===== src/rtl/mem_access_stage.sv =====
// mem_access_stage: MEM stage turning loads/stores into a req/ack data-memory transaction, stalling the front of the pipe while it is outstanding
module mem_access_stage #(
  parameter int TIMEOUT = 16
) (
  input  logic        clk,
  input  logic        reset,
  input  logic        MemReadM,
  input  logic        MemWriteM,
  input  logic        RegWriteM,
  input  logic [2:0]  funct3M,
  input  logic [31:0] ALUResultM,
  input  logic [31:0] WriteDataM,
  input  logic [31:0] PCPlus4M,
  input  logic [4:0]  RdM,
  output logic        dmem_req,
  output logic        dmem_we,
  output logic [31:0] dmem_addr,
  output logic [3:0]  dmem_be,
  output logic [31:0] dmem_wdata,
  input  logic [31:0] dmem_rdata,
  input  logic        dmem_ack,
  output logic        StallM,
  output logic [31:0] ALUResultW_d,
  output logic [31:0] ReadDataW_d,
  output logic [31:0] PCPlus4W_d,
  output logic [4:0]  RdW_d,
  output logic        RegWriteW_d,
  output logic        MemFault
);
  localparam int CW = $clog2(TIMEOUT + 1);
  typedef enum logic [1:0] {IDLE, BUSY, DONE} state_t;
  state_t state, state_n;
  logic [CW-1:0] cnt;
  logic [1:0] off_q;
  logic [2:0] f3_q;
  logic [31:0] rdata_q, ld_ext, sh, wdata;
  logic [3:0] be;
  logic fault, mem_op, align_ok, legal, start, tmo_hit;
  always_comb begin
    mem_op = MemReadM | MemWriteM;
    align_ok = funct3M[1:0] == 2'b00 ? 1'b1 :
               funct3M[1:0] == 2'b01 ? !ALUResultM[0] : ALUResultM[1:0] == 2'b00;
    legal = align_ok && funct3M[1:0] != 2'b11 && !(funct3M[2] && (MemWriteM || funct3M[1]));
    start = state == IDLE && mem_op && legal;
    tmo_hit = state == BUSY && !dmem_ack && cnt == CW'(TIMEOUT - 1);
    be = funct3M[1:0] == 2'b00 ? 4'b0001 << ALUResultM[1:0] :
         funct3M[1:0] == 2'b01 ? (ALUResultM[1] ? 4'b1100 : 4'b0011) : 4'b1111;
    wdata = funct3M[1:0] == 2'b00 ? {4{WriteDataM[7:0]}} :
            funct3M[1:0] == 2'b01 ? {2{WriteDataM[15:0]}} : WriteDataM;
    sh = dmem_rdata >> {off_q, 3'b000};
    ld_ext = f3_q[1] ? sh :
             f3_q[0] ? {{16{!f3_q[2] & sh[15]}}, sh[15:0]} : {{24{!f3_q[2] & sh[7]}}, sh[7:0]};
    state_n = state == IDLE ? (start ? BUSY : IDLE) :
              state == BUSY ? ((dmem_ack || tmo_hit) ? DONE : BUSY) : IDLE;
    StallM = start || state == BUSY;
    MemFault = (state == IDLE && mem_op && !legal) || (state == DONE && fault);
    RdW_d = StallM ? 5'd0 : RdM;
    RegWriteW_d = state == DONE ? RegWriteM & !fault : state == IDLE && !mem_op && RegWriteM;
    ReadDataW_d = state == DONE ? rdata_q : 32'd0;
    ALUResultW_d = ALUResultM;
    PCPlus4W_d = PCPlus4M;
  end
  always_ff @(posedge clk) begin
    if (reset) begin
      state <= IDLE;
      dmem_req <= 1'b0;
      dmem_we <= 1'b0;
      dmem_addr <= '0;
      dmem_be <= '0;
      dmem_wdata <= '0;
      off_q <= '0;
      f3_q <= '0;
      cnt <= '0;
      rdata_q <= '0;
      fault <= 1'b0;
    end else begin
      state <= state_n;
      if (start) begin
        dmem_req <= 1'b1;
        dmem_we <= MemWriteM;
        dmem_addr <= {ALUResultM[31:2], 2'b00};
        dmem_be <= be;
        dmem_wdata <= wdata;
        off_q <= ALUResultM[1:0];
        f3_q <= funct3M;
        cnt <= '0;
        fault <= 1'b0;
      end else if (state == BUSY) begin
        if (dmem_ack) begin
          dmem_req <= 1'b0;
          rdata_q <= ld_ext;
        end else if (tmo_hit) begin
          dmem_req <= 1'b0;
          fault <= 1'b1;
        end else cnt <= cnt + 1'b1;
      end else if (state == DONE) fault <= 1'b0;
    end
  end
endmodule


===== config.mk =====
export PLATFORM = sky130hd
export DESIGN_NAME = mem_access_stage
export DESIGN_NICKNAME = d
export VERILOG_FILES = /design/src/rtl/mem_access_stage.sv
export SDC_FILE = /design/constraint.sdc
export NUM_CORES = 1
export LEC_CHECK = 0
export ABC_CLOCK_PERIOD_IN_PS = 2600
export CAP_MARGIN = 25
export CORE_MARGIN = 1
export CORE_UTILIZATION = 35
export CTS_CLUSTER_DIAMETER = 200
export CTS_CLUSTER_SIZE = 10
export DETAILED_ROUTE_END_ITERATION = 8
export PLACE_DENSITY = 0.82
export RECOVER_POWER = 50
export SLEW_MARGIN = 20
export SYNTH_ARGS = -nofsm -noshare
export SYNTH_HDL_FRONTEND = slang
export SYNTH_SLANG_ARGS = --single-unit

===== constraint.sdc =====
create_clock -name clk -period 2.6 [get_ports clk]
set_input_delay 0.52 -clock clk [delete_from_list [all_inputs] [get_ports clk]]
set_output_delay 0.52 -clock clk [all_outputs]
set_load 0.03 [all_outputs]

---- Word level (Yosys, flattened, before mapping) ----
Cells that the tools add are included.
cells by class
  add/subtract/negate cells ............... 1
  equal/unequal tests ..................... 7
  shifts and indexed selects .............. 2
  mux-type cells .......................... 24
  bitwise gates (word level) .............. 7
  reduce and logical (&&, ||, !) cells .... 33
operators with widths
  operator                                                           count
  32-bit 2-to-1 mux                                                  5
  32-bit by 5-bit right shift with 32-bit output                     1
  1-bit 2-to-1 mux                                                   12
  4-bit 2-to-1 mux                                                   3
  1-bit logical AND                                                  11
  3-bit AND reduction                                                3
  1-bit logical NOT                                                  7
  2-bit logical NOT                                                  3
  2-bit 2-to-1 mux                                                   3
  2-bit inequality test, second input constant                       3
  5-bit by 1-bit adder with 5-bit output, second input constant      1
  5-bit by 4-bit == test with 1-bit output, second input constant    1
  5-bit 2-to-1 mux                                                   1
  2-bit by 1-bit == test with 1-bit output, second input constant    2
  1-bit logical OR                                                   4
  2-bit nonzero test                                                 2
  1-bit by 2-bit << shifter with 4-bit output, first input constant  1
  1-bit AND                                                          3
  1-bit inverter                                                     3
  3-bit nonzero test                                                 1
  2-bit == test, second input constant                               1
  2-bit AND reduction                                                1
  2-bit OR reduction                                                 1
  1-bit OR                                                           1
word-level totals
  register bits after elaboration ......... 113
  bits of input ports ..................... 142
  output and inout bits ................... 174
  logic and storage cells ................. 85

---- Logic depth before layout (Yosys ltp) ----
  word-level depth ........................ 8
  depth in mapped cells ................... 7
  depth with buffers taken out ............ 7

---- Worst setup path before layout ----
Ideal clock, no wire load.
  kind .................................... in2out
  start point ............................. input port funct3M[2]
  end point ............................... output port StallM
  data arrival time ....................... 1.673 ns
  data required time ...................... 2.080 ns
  path slack .............................. 0.407 ns
  stages .................................. 6
  path buffers ............................ 2
  cell sequence ........................... nor4_2 -> o221a_2 -> buf_6 -> buf_4 -> nor2_1 -> inv_1
between the ends
  word-level cells in the longest chain between the ends .. 5
ends and longest elaborated chain
  element            line  RTL
  start, declared    10    input logic [2:0] funct3M,
  1-bit logical AND  43    legal = align_ok && funct3M[1:0] != 2'b11 && !(funct3M[2] && (MemWriteM || funct3M[1]));
  1-bit logical NOT  43
  1-bit logical AND  43
  1-bit logical AND  44    start = state == IDLE && mem_op && legal;
  1-bit logical OR   55    StallM = start || state == BUSY;
  end, declared      22    output logic StallM,
No other way between the ends.

---- Final worst setup path ----
  start point ............................. input port ALUResultM[1]
  end point ............................... output port RdW_d[1]
between the ends
  word-level cells in the longest chain between the ends .. 8
ends and longest elaborated chain
  element                         line  RTL
  start, declared                 11    input logic [31:0] ALUResultM,
  2-bit logical NOT               42    funct3M[1:0] == 2'b01 ? !ALUResultM[0] : ALUResultM[1:0] == 2'b00;
  1-bit 2-to-1 mux                42
  1-bit 2-to-1 mux                41    align_ok = funct3M[1:0] == 2'b00 ? 1'b1 :
  1-bit logical AND (2 in a row)  43
  1-bit logical AND               44
  1-bit logical OR                55
  5-bit 2-to-1 mux                57    RdW_d = StallM ? 5'd0 : RdM;
  end, declared                   26    output logic [4:0] RdW_d,
No other way between the ends.

==> impl_results.md <==
- Final core occ: 0.538
- Unrepaired setup endpoints after global routing: false
- Clock Skews: 0.00932 ns
- Fraction of layout cells with a size suffix above 1: 0.141
- Total track usage: 0.214
- Post-Syn Instances: 696
- P_leak: 0.00344 uW
- Synth area leaders: dfxtp_1 (39%), buf_4 (9.5%), nand2_1 (9.4%)
- H-tree depth: 4
- DR pass1 iterations: 5
- PnR Total Power: 5560 uW
- Fin worst setup slack: 0.0773 ns
- Pre-CTS setup slack: -0.441 ns
- Slowest-stage cell, CP: clkdlybuf4s50_1
- Syn Std Cell Area: 0.00577 mm2
- Status: complete, no violations
- Final setup vio count: 0
- Fill cells: 1503
- Worst path buffer plus inverter count: 3
- Die Span X: 130 um
- Hold Crit Class: register to register
- Sequential area share after synthesis: 0.392
- Worst-path fanout max: 6
- Crit. End Element: output pin
- Initial antenna violation count: 1
- Setup TNS: 0 ns
- Largest net degree at the start of global routing: 55
- Mux share of post-synthesis cell area: 0.0765
- CTS Buf Count: 17
- Compound-Gate Fraction of Synth Area: 0.193
- Insertion delay of the later-clocked pin in the worst-skew pair: 0.41 ns
- Slew Limit Fails: 0
- Unique masters post-synth: 45
- Grt ovf: 0
- Crit Path Class: input pin to output pin
- Critical path startpoint: ALUResultM[1]
- Nets: 1030
- Die height: 130 um
- Die area: 0.0170 mm2
- Yosys reg bits: 113
- Cell row count: 46
- Simple-gate portion of the synthesized area: 0.194
- Async set or reset register ratio after synthesis: 0
- Synth top cells by count: nand2_1 (144), dfxtp_1 (113), buf_4 (73)
- Routability cong.: 0.854
- Clk sinks: 113
- Ys flop type: dfxtp_1
- Vias: 5553
- Crit path launch type: input pin
- Top-count cell post-synth: nand2_1
- Initial Utilization: 0.361
- Adder-Cell Fraction of Synth Area: 0.00434
- Worst-path clk slew: 0.05 ns
- Root Buffer: clkbuf_16
- Post-route DRC: 0
- FF-to-FF Start: off_q[1]
- FMAX: 396 MHz
- Vias in the first global route: 5456
- DR iter-0 viols: 382
- Post-DP HPWL: 13.2 mm
- PD cells: 647 mW/mm2
- Post-route cell area: 0.00861 mm2
- Yosys top cell by area: dfxtp_1
- Post-synthesis xor/xnor area fraction: 0.00455
- # Post-CTS Setup Buffers: 0
- Buffers added on ports: 249
- Routed wire per std cell: 16.1 um
- Routed WL: 17.9 mm
- Placed Instance Area: 0.00804 mm2
- Slew HR: 0.449
- CTS tree: done
- Vias/cell: 4.98
- Crit path max-delay family: buffers and inverters
- Final Hold Viols: 0
- CP Data Arrival Time: 2.00 ns
- Post-synth top area share: 0.392
- Crit share post-route: 0.970
- Hold_sp: dmem_addr[23]
- Main combinational cell family by area after synthesis: simple AND/OR/NAND/NOR gates
- Worst-path cell chain: clkdlybuf4s50_1 -> nor4_2 -> buf_4 -> o221ai_4 -> and3_1 -> buf_2
- Hold_buf cts: 0
- Slowest stage delay, CP: 0.43 ns
- CP Data Required Time: 2.08 ns
- Worst VDD drop: 435 uV
- Slew @ Worst Pin: 0.827 ns
- First-pass GRT wire length: 27.5 mm
- Syn Area/Cell: 8.29 um2
- Post-synth EDFFs: 0
- Min cycle time layout: 2.52 ns
- Post-DRT Antenna Nets: 0
- Max-Cap Viols: 0
- I/O Pins: 316
- Max Root-Sink Buffers: 2
- Yosys warnings: 0
- Area grow syn2layout: 49.2%
- Core area: 0.0160 mm2
-- power breakdown --
part	total (uW)	leakage (uW)	internal [uW]	switching, uW
Sequential	1890	0.000922	1840	52.2
Clock	2550	0.000314	1750	802
Combinational	1130	0.00220	481	645
Total	5560	0.00344	4070	1500
-- layout make-up --
| type | count | area (um2) | share of cell area |
|---|---|---|---|
| multi-input combinational | 465 | 2740 | 0.319 |
| timing repair buffer | 281 | 2650 | 0.308 |
| sequential | 113 | 2260 | 0.263 |
| clock buffer | 22 | 464 | 0.0539 |
| tap | 216 | 270 | 0.0314 |
| clock inverter | 10 | 181 | 0.0211 |
| inverter | 8 | 30.0 | 0.00349 |
| antenna | 1 | 2.50 | 0.000291 |
-- registers in the layout, indices dropped and copies added, names as in the netlist --
register    flops
cnt             5
dmem_addr      30
dmem_be         4
dmem_req        1
dmem_wdata     32
dmem_we         1
f3_q            3
fault           1
off_q           2
rdata_q        32
state           2
-- layer usage --
metal  part of all wire  track usage  up-vias
met1               0.39        0.227     2552
met4              0.036        0.112        2
met3              0.081       0.0798       53
met5            0.00045            0        -
met2               0.49        0.371      235
li1                   -            -     2711
-- final timing paths --
check | end | slack [ns] | cells past startpoint
worst min-delay path | dmem_addr[23] | 0.45 | 2
worst min register to register | dmem_addr[23] | 0.45 | 2
worst max-delay path | RdW_d[1] | 0.08 | 6
worst max register to register | rdata_q[27] | 0.35 | 5
-- kinds of logic after synthesis --
kind of cell / after synthesis
multiplexers: 42
XOR/XNOR: 3
flip-flops: 113
AND/OR/NAND/NOR: 256
adder cells (fa/ha/maj): 2
other: 1
buffers and inverters: 119
AO/OA/AOI/OAI: 160
-- placed cells by master, fill, tap and decap left out, types with 3 or more instances in the layout --
| cell | instances |
|---|---|
| a211oi_1 | 25 |
| a21oi_1 | 62 |
| a21oi_2 | 7 |
| a22o_1 | 8 |
| a311oi_1 | 13 |
| and2_1 | 32 |
| and3_1 | 6 |
| buf_12 | 5 |
| buf_2 | 5 |
| buf_4 | 58 |
| bufinv_16 | 5 |
| clkbuf_1 | 7 |
| clkbuf_16 | 17 |
| clkdlybuf4s50_1 | 136 |
| clkinv_2 | 3 |
| dfxtp_1 | 113 |
| dlygate4sd2_1 | 4 |
| dlygate4sd3_1 | 67 |
| inv_1 | 7 |
| mux2_2 | 7 |
| mux2i_1 | 34 |
| nand2_1 | 144 |
| nand2b_1 | 5 |
| nor2_1 | 54 |
| nor2b_1 | 5 |
| nor3_1 | 3 |
| o211ai_1 | 9 |
| o211ai_2 | 7 |
| o21ai_0 | 20 |
-- worst reg2reg max path: stages, from the launching register on --
cell	delay, ns
dfxtp_1	0.48
inv_1	0.46
nand3_1	0.15
a31oi_1	0.19
clkbuf_1	0.65
a211oi_1	0.18
-- per-stage QoR --
stage               hold slack [ns]  cells
global placement              0.438   1083
CTS                           0.450   1115
detailed placement            0.442   1083
finish                        0.447   1116
global route                  0.468   1115
floorplan                     0.432    697
-- repair_timing --
| item | in CTS | in global routing |
|---|---|---|
| gates resized for setup | 29 | 0 |
| endpoints found under the hold margin | 0 | 0 |
| setup endpoints to repair | 6 | 0 |
Power figures use the tool's default switching activity.
==> RTL change: new RTL, same settings <==
The 3 states of `state_t` get a one-hot encoding in 3 bits.
--- a/src/rtl/mem_access_stage.sv
+++ b/src/rtl/mem_access_stage.sv
@@ -28,7 +28,7 @@
   output logic        MemFault
 );
   localparam int CW = $clog2(TIMEOUT + 1);
-  typedef enum logic [1:0] {IDLE, BUSY, DONE} state_t;
+  typedef enum logic [2:0] {IDLE = 3'b001, BUSY = 3'b010, DONE = 3'b100} state_t;
   state_t state, state_n;
   logic [CW-1:0] cnt;
   logic [1:0] off_q;
Function: no difference found for any inputs over 4 cycles, from zero or initial values and one cycle with reset high; so few cycles prove little.
==> RTL change against the original RTL <==
Synthesized cell count grew 0.86%. Setup slack lost 0.016 ns. Clock skew is essentially flat. Critical path type unchanged. Utilization shrank 0.56 points. Total power shrank 8.5%. Register-to-register slack gained 0.06 ns. Sequential cell count grew 1. Wire length shrank 2.1%. Largest cell class unchanged. Area after synthesis shrank 0.24%. Cell area shrank 1.4%. Critical path depth is the same.
==> RTL change: results <==
{
  "wl_per_cell_um": 15.82,
  "detail_route.iter0.violations": 240,
  "met2RoutedLength_um": 8973,
  "synth_top_cells_by_count": "145 x nand2_1, 114 x dfxtp_1, 73 x buf_4",
  "route.met3.wl_um": 1415,
  "critical_path_arrival_ns": 2.02,
  "inv_count": 6,
  "fraction_of_standard_cell_area_in_multi_input_logic": 0.3246,
  "run_status": "completed",
  "buffers": 270,
  "hold_path_end": "dmem_addr[20]$_SDFFE_PP0P_",
  "regArea_sq_um": 2282,
  "final_nets": 1026,
  "area_share_nonclk_buffers": 0.3072,
  "routabilityCongestion": 0.8395,
  "hold_ws_ns": 0.4474,
  "drt-met1-wl_um": 6734,
  "crit_fanout": 7,
  "multi_input_area_sq_um": 2755,
  "grt_start_max_net_pins": 57,
  "use_met2": 0.3661,
  "grt_pass1_vias": 5081,
  "use_met3": 0.05863,
  "critical_path.reg2reg.startpoint": "state[1]$_SDFF_PP0_",
  "avgViaCountPerCell": 4.876
}
## RTL change: changes by cell type in the layout (fill, tap and decap cells not counted), moves of 5 or more
cell	delta
buf_2	-5
and2_1	+6
o211ai_1	+6
a21oi_2	-7
o211ai_2	-7
buf_4	-6
a21oi_1	+10
## RTL change: logic make-up after synthesis
family                     share of synthesized area
DFF                                           0.3964
AOI/OAI and AO/OA                             0.1867
adders and majority gates                   0.004346
and+or+nand+nor                               0.2034
xor gates and xnor gates                    0.004565
muxes                                        0.07672
other                                      0.0006514
buffers and inverters                         0.1271
## RTL change: worst max-delay path: stages
cell	delay (ns)
clkdlybuf4s50_1	0.52
nor4_4	0.33
o221a_4	0.25
nor2_4	0.05
and2_1	0.18
buf_4	0.16
## RTL change: repair_timing
item,in CTS,in global routing
resized for setup,1,5
hold endpoints to repair,0,0
setup endpoints to repair,6,6
pin swaps,0,2
